## src/rtl/updown_counter_pkg.sv

```systemverilog
// Shared constants for the parametrised up/down counter.
// Mode and direction encodings used by the counter datapath.
package updown_counter_pkg;

    localparam logic MODE_WRAP = 1'b0;
    localparam logic MODE_SAT  = 1'b1;

    localparam logic DIR_DOWN  = 1'b0;
    localparam logic DIR_UP    = 1'b1;

endpackage

```

## src/rtl/updown_counter_gen_prescaler.sv

```systemverilog
// Enable prescaler: emits one step every prescale+1 enabled cycles.
// Ports: clk, rst_n, enable, clear (sync), prescale -> step.
module counter_prescaler #(
    parameter int PRESCALE_W = 4
) (
    input  logic                  clk,
    input  logic                  rst_n,
    input  logic                  enable,
    input  logic                  clear,
    input  logic [PRESCALE_W-1:0] prescale,
    output logic                  step
);

    logic [PRESCALE_W-1:0] pre_cnt;

    assign step = enable & ~clear & (pre_cnt == prescale);

    // A prescale lowered below pre_cnt simply lets pre_cnt wrap
    // through its full range before it matches again.
    always_ff @(posedge clk or negedge rst_n) begin
        if (!rst_n) begin
            pre_cnt <= '0;
        end else if (clear || step) begin
            pre_cnt <= '0;
        end else if (enable) begin
            pre_cnt <= pre_cnt + 1'b1;
        end
    end

endmodule

```

## src/rtl/updown_counter_gen.sv

```systemverilog
// Bounded up/down counter: wrap/saturate, load, prescaler, tc pulse.
// Ports: clk, rst_n, enable, up_down, sat_mode, max_value, prescale,
//        load, load_value -> count, tc (both registered).
module updown_counter_gen
    import updown_counter_pkg::*;
#(
    parameter int WIDTH      = 8,
    parameter int PRESCALE_W = 4
) (
    input  logic                  clk,
    input  logic                  rst_n,
    input  logic                  enable,
    input  logic                  up_down,
    input  logic                  sat_mode,
    input  logic [WIDTH-1:0]      max_value,
    input  logic [PRESCALE_W-1:0] prescale,
    input  logic                  load,
    input  logic [WIDTH-1:0]      load_value,
    output logic [WIDTH-1:0]      count,
    output logic                  tc
);

    logic             step;
    logic [WIDTH-1:0] nxt;
    logic             hit;
    logic [WIDTH-1:0] load_clamp;

    counter_prescaler #(
        .PRESCALE_W (PRESCALE_W)
    ) u_pre (
        .clk      (clk),
        .rst_n    (rst_n),
        .enable   (enable),
        .clear    (load),
        .prescale (prescale),
        .step     (step)
    );

    assign load_clamp = (load_value > max_value) ? max_value
                                                 : load_value;

    // Next value for a step; hit marks a step taken at the limit.
    always_comb begin
        nxt = count;
        hit = 1'b0;
        unique case (up_down)
            DIR_UP: begin
                if (count < max_value) begin
                    nxt = count + 1'b1;
                end else begin
                    hit = 1'b1;
                    nxt = (sat_mode == MODE_WRAP) ? '0 : max_value;
                end
            end
            DIR_DOWN: begin
                if (count == '0) begin
                    hit = 1'b1;
                    nxt = (sat_mode == MODE_SAT) ? '0 : max_value;
                end else if (count > max_value) begin
                    // limit lowered under a live count: snap to it
                    nxt = max_value;
                end else begin
                    nxt = count - 1'b1;
                end
            end
        endcase
    end

    always_ff @(posedge clk or negedge rst_n) begin
        if (!rst_n) begin
            count <= '0;
            tc    <= 1'b0;
        end else if (load) begin
            count <= load_clamp;
            tc    <= 1'b0;
        end else if (step) begin
            count <= nxt;
            tc    <= hit;
        end else begin
            tc    <= 1'b0;
        end
    end

endmodule

```

## config.mk

```make
export PLATFORM = sky130hd
export DESIGN_NAME = updown_counter_gen
export DESIGN_NICKNAME = d
export VERILOG_FILES = /design/src/rtl/updown_counter_pkg.sv /design/src/rtl/updown_counter_gen_prescaler.sv /design/src/rtl/updown_counter_gen.sv
export SDC_FILE = /design/constraint.sdc
export NUM_CORES = 1
export LEC_CHECK = 0
export CAP_MARGIN = 15
export CORE_ASPECT_RATIO = 0.5
export CORE_MARGIN = 2
export CORE_UTILIZATION = 47
export DETAILED_ROUTE_END_ITERATION = 10
export GPL_TIMING_DRIVEN = 0
export PLACE_DENSITY = 0.77
export SYNTH_ARGS = -nofsm -noshare
export SYNTH_HDL_FRONTEND = slang
export SYNTH_SLANG_ARGS = --single-unit
```

## constraint.sdc

```tcl
create_clock -name clk -period 2.3 [get_ports clk]
set_input_delay 0.575 -clock clk [delete_from_list [all_inputs] [get_ports clk]]
set_output_delay 0.575 -clock clk [all_outputs]
set_load 0.005 [all_outputs]
```

==> impl_metrics.ini <==
[status]
status = finished with violations
failed_checks = negative setup slack

[placement]
dpl_worst_slack_ns = -0.827
dpl.hpwl_um = 3800
io_buffers = 33
dp_cells = 279
place_congestion = 0.915

[setup_path]
cp.required_ns = 2.45
reg2reg_from = count[7]
startpoint_type = primary input
cp.arrival_ns = 2.45
cpMaxStageDelayCell = a221o_1
crit_fanout = 4
cp.depth = 9
cp_cell_sequence = buf_2, inv_2, ha_4, nand4_1, or2_4, o21ai_4, mux2i_4, a221o_1, a31o_1
path_class = primary input to flip-flop
timing.rr.end = count[6]
max_stage_delay_ns = 0.39
cpLargestDelayFamily = compound AO/OA/AOI/OAI gates
worst-r2r-cell-count = 7
crit_buf_inv = 2
worst-r2r-setup-slack_ns = 0.04
critPathCaptureType = flip-flop

[logic_synthesis]
synth.area.top_cells = dfrtp_1 19%, ha_1 15%, xnor2_1 6.2%, a21oi_1 4.1%, nand2_1 3.6%
syn_inst = 195
syn_area_per_cell_um2 = 8.67
ys_seq_area_share_pct = 19.2
synth_fp_nets = 241
synth_edf_count = 0
postSynth.asyncResetShare_pct = 100
synth_warnings = 0
synth_seq_cells = 13
synth.distinct_cells = 56
synthFlopType = dfrtp_1
yosysTopAreaCell = dfrtp_1
synth_top_cell_area_share_pct = 19.2
syn_area_um2 = 1690

[power]
leakagePower_nw = 1.05
peakVddDrop_v = 0.000255
p_total_mw = 1.27
power-per-cell-area_nw_per_um2 = 505

[floorplan]
dieArea_um2 = 4120
row_count = 15
ios = 35
die_height_um = 46.4
initial_core_util_pct = 49.3
core-area_um2 = 3430
die_width_um = 88.8

[hold_path]
hold_class = flip-flop to flip-flop
whs_endpoint = u_pre.pre_cnt[3]
hp-start = u_pre.pre_cnt[3]
worstHoldPathCells = 2

[detailed_routing]
final_antenna_net_count = 0
drt_iter0_drc = 146
wl_um = 5700
first_pass_iters = 5
vias_per_cell = 5.96
drc_errors = 0
vias = 1818
wl_per_cell_um = 18.7

[sta]
final_hold_viol_count = 0
worstMarginPinSlew_ns = 0.635
setup_violations = 1
rsz0062_at_grt = yes
holdWs_ns = 0.559
slew_headroom_pct = 57.5
fin_ws_ns = -0.00397
fin_skew_ns = 0.00965
fin_crit_ns = 2.30
period_share_pct = 100
final_max_slew_viol_count = 0
max_freq_mhz = 434

[cts]
clock-sinks = 13
cts_tree = done
clk_path_buf_depth = 2
htreeDepth = 1
clk_latency_ns = 0.26
cts_root_buf = clkbuf_8
cts_buffers = 3
cts.clk_slew.worst_paths_ns = 0.07

[final_layout]
area_growth_syn_to_layout_pct = 48.7
antenna_cells = 0
final_core_util_pct = 73.2
fillers = 250
stdcell_count = 305
drive_gt1_share_pct = 37.0
final_nets = 301

[grt]
grt_max_degree = 14
grt_pass1_vias = 1710
grt_pass1_wl_um = 8340
antenna_found_initial = 0
grt_overflow = 0
grtUsageTotal_pct = 27.2

[flow_run]
cap_violations = 0
[where the power goes]
group | internal [mW] | switching [mW] | leakage [nW]
combinational | 0.379 | 0.379 | 0.875
clock | 0.123 | 0.0958 | 0.0228
sequential | 0.256 | 0.0376 | 0.156
total | 0.758 | 0.513 | 1.05
[registers in the layout, summed over array words and instances (netlist names)]
name and flops:
tc 1, count 8, u_pre.pre_cnt 4
[worst max path at each step]
stage,slack (ns),startpoint,end
6_report,-0.004,max_value[6],count[6]
5_1_grt,-0.04,max_value[7],count[6]
4_1_cts,0.003,max_value[6],count[3]
3_5_place_dp,-0.83,max_value[1],count[7]
3_3_place_gp,-0.81,max_value[1],count[7]
2_1_floorplan,-0.004,max_value[1],count[7]
[per-stage QoR]
step                cell area [µm²]  TNS (ns)
global placement               2090     -5.68
detailed placement             2090     -5.94
finish                         2510  -0.00397
global route                   2510    -0.145
floorplan                      1690  -0.00400
CTS                            2330         0
[tightest hold or removal path: stages, from the launching register on]
cell	delay (ns)
dfrtp_1	0.37
xor2_1	0.08
nor2_1	0.08
[synth_stat cells (all sizes together) (2+ instances only)]
cell type and number:
nand4 5, o211ai 4, a21oi 15, a21o 2, xnor2 12, dfrtp 13, a31oi 3, and3 2
nor3b 2, o311ai 3, buf 5, a211oi 2, nor2 11, nor2b 2, o31ai 2, clkbuf 5
a22oi 2, nand2 16, xor2 6, o311a 2, mux2 2, a221oi 5, o21ai 8, nor3 4
inv 11, ha 20, or3 2, a221o 2, a31o 3, mux2i 6, nand3 7
[cell type report]
class	count	area (µm²)	share of cell area (%)
inverter	11	51.3	2.04
sequential	13	332	13.2
clock buffer	4	45.0	1.79
timing repair buffer	55	468	18.6
tap	51	63.8	2.54
multi-input combinational	161	1480	59.0
buffer	10	71.3	2.84
[layer usage]
metal	global-route usage, %	share of wire [%]	vias to the layer above
met3	4.30	5.8	13
met4	5.45	1.8	0
met1	38.3	45	872
met5	0	0	-
li1	-	-	858
met2	44.8	47	75
[cell usage in the layout (no fill, tap or decap), types with 5 or more instances in the layout]
master           synthesis  final
a21oi_1                 14     11
buf_4                    0     24
buf_6                    2      5
clkbuf_2                 1      5
clkdlybuf4s50_1          0     17
dfrtp_1                 13      8
dfrtp_2                  0      5
dlygate4sd2_1            0      5
ha_1                    20      9
ha_4                     0     10
mux2i_1                  5      5
nand2_1                 16     16
nand3_1                  6      6
nand4_1                  5      5
nor2_1                  10     10
xnor2_1                 12     12
xor2_1                   6      6
[timing repair]
action                                  4_1_cts  5_1_grt
buffers inserted                             11       11
hold buffers                                  0        0
pin swaps                                    18       18
endpoints found under the setup margin        9        8
resized for setup                            54       42
[cell families (layout without fill, tap and decap cells)]
family	after synthesis	after routing	synth area share (%)
xor+xnor	18	18	9.32
flops	13	13	19.2
simple gates	57	57	19.1
compound gates	58	58	26.6
mux	8	8	5.10
fa+ha+maj	20	20	14.8
buf+inv	21	80	5.84
(Power assumes the default switching activity.)
==> variant (config.mk and constraints unchanged) <==
`PRESCALE_W` is set to 4 in 2 places; all go to 6.
--- a/src/rtl/updown_counter_gen_prescaler.sv
+++ b/src/rtl/updown_counter_gen_prescaler.sv
@@ -1,7 +1,7 @@
 // Enable prescaler: emits one step every prescale+1 enabled cycles.
 // Ports: clk, rst_n, enable, clear (sync), prescale -> step.
 module counter_prescaler #(
-    parameter int PRESCALE_W = 4
+    parameter int PRESCALE_W = 6
 ) (
     input  logic                  clk,
     input  logic                  rst_n,
--- a/src/rtl/updown_counter_gen.sv
+++ b/src/rtl/updown_counter_gen.sv
@@ -5,7 +5,7 @@
     import updown_counter_pkg::*;
 #(
     parameter int WIDTH      = 8,
-    parameter int PRESCALE_W = 4
+    parameter int PRESCALE_W = 6
 ) (
     input  logic                  clk,
     input  logic                  rst_n,
Ports: changed (resized prescale); port bits go from 35 to 37. No check against the original RTL was run, so the function may have changed too.
==> variant against the unedited design <==
The flow still finishes with violations (negative setup slack); power rose by 5.2%; count of clock-buffer cells in the layout stayed put; design area increased by 13%; setup slack got worse by 0.26 ns; critical path depth down 2; sequential share of layout area grew 0.15 points; routed wire length is 24% higher; utilization increased by 6.9 points; sequential cell count increased by 2; worst hold slack improved by 0.025 ns; combinational power rose by 3.0%; synthesized area rose by 5.8%; global-route usage hardly changed; critical path type is now flop to flop; highest routed layer unchanged.
==> variant: results (changes against the unedited design) <==
Parameter                              Value

Detailed routing
  Average detailed-routed wire length per instance ... 20.7 um (+11%)
  WL met1 ... 2.85 mm (+11%)
  Routed WL ... 7.06 mm (+24%)
  Iteration-0 DRC Markers ... 189 (+29%)
  Overall via count from detail_route ... 2214 (+22%)
  Met2 wirelength from detailed routing ... 3.15 mm (+17%)

Layout
  Top flop regs ... count (8), u_pre.pre_cnt (6), tc (1)
  Count of filler cells inserted in the layout ... 194 (-22%)
  Nets ... 339 (+13%)

Timing
  Final setup fails ... 8 (+7)
  Clk_skew ... 0.00565 ns (-0.00400 ns)
  Slew @ Worst Pin ... 0.700 ns (+0.0652 ns)
  Final setup slack of the worst path ... -0.269 ns (-0.265 ns)

Pwr
  Total power divided by cell area ... 470 nW/um2 (-6.9%)
  Peak supply drop ... 0.314 mV (+23%)
  Internal power ... 0.783 mW (+3.3%)

Synth
  Multiplexer share of the synthesized area ... 2.80% (-2.3 points)
  Ranking of synthesized cells by instance count ... ha_1 (20), nor2_1 (19), inv_1 (16)
  Post-synthesis sequential area ratio ... 21.0% (+1.7 points)
  Syn Inst Count ... 221 (+13%)

Worst setup path
  Arrival time worst endpoint ... 2.70 ns (+0.25 ns)

Place
  Port Buffer Count ... 34 (+3.0%)
  Placed Instances ... 306 (+9.7%)
  Final weighted congestion in routability-driven placement ... 0.968 (+5.8%)
  Placed wire-length estimate after detailed placement ... 4.01 mm (+5.5%)

GRT
  Global-route track usage on met3 ... 5.35% (+1.1 points)

Run status
  Violated checks ... negative setup slack
  Run status ... complete, but fails checks
## variant: final cells by class
type | instances | area (um2) | area share, %
Timing Repair Buffer | 66 | 607 | 21.3
Buffer | 7 | 41.3 | 1.45
Clock buffer | 4 | 45.0 | 1.58
Tap cell | 51 | 63.8 | 2.24
Multi-Input combinational cell | 182 | 1650 | 57.9
Inverter | 16 | 60.1 | 2.11
Sequential cell | 15 | 379 | 13.3
## variant: path summary, 6_finish.rpt
path                               endpoint  slack [ns]              from  cells past startpoint
max                                count[0]       -0.27          count[2]                      7
min                        u_pre.pre_cnt[4]        0.58  u_pre.pre_cnt[4]                      2
max reg2reg                        count[0]       -0.27          count[2]                      7
min reg2reg                u_pre.pre_cnt[4]        0.58  u_pre.pre_cnt[4]                      2
max in group asynchronous          count[5]        1.07             rst_n                      1
min in group asynchronous          count[1]        0.74             rst_n                      1
## variant: tightest hold or removal path, delay by kind of cell, from the launching register on
family	cells	cell delay, ns
XOR/XNOR	1	0.08
flip-flops	1	0.39
AND/OR/NAND/NOR	1	0.07
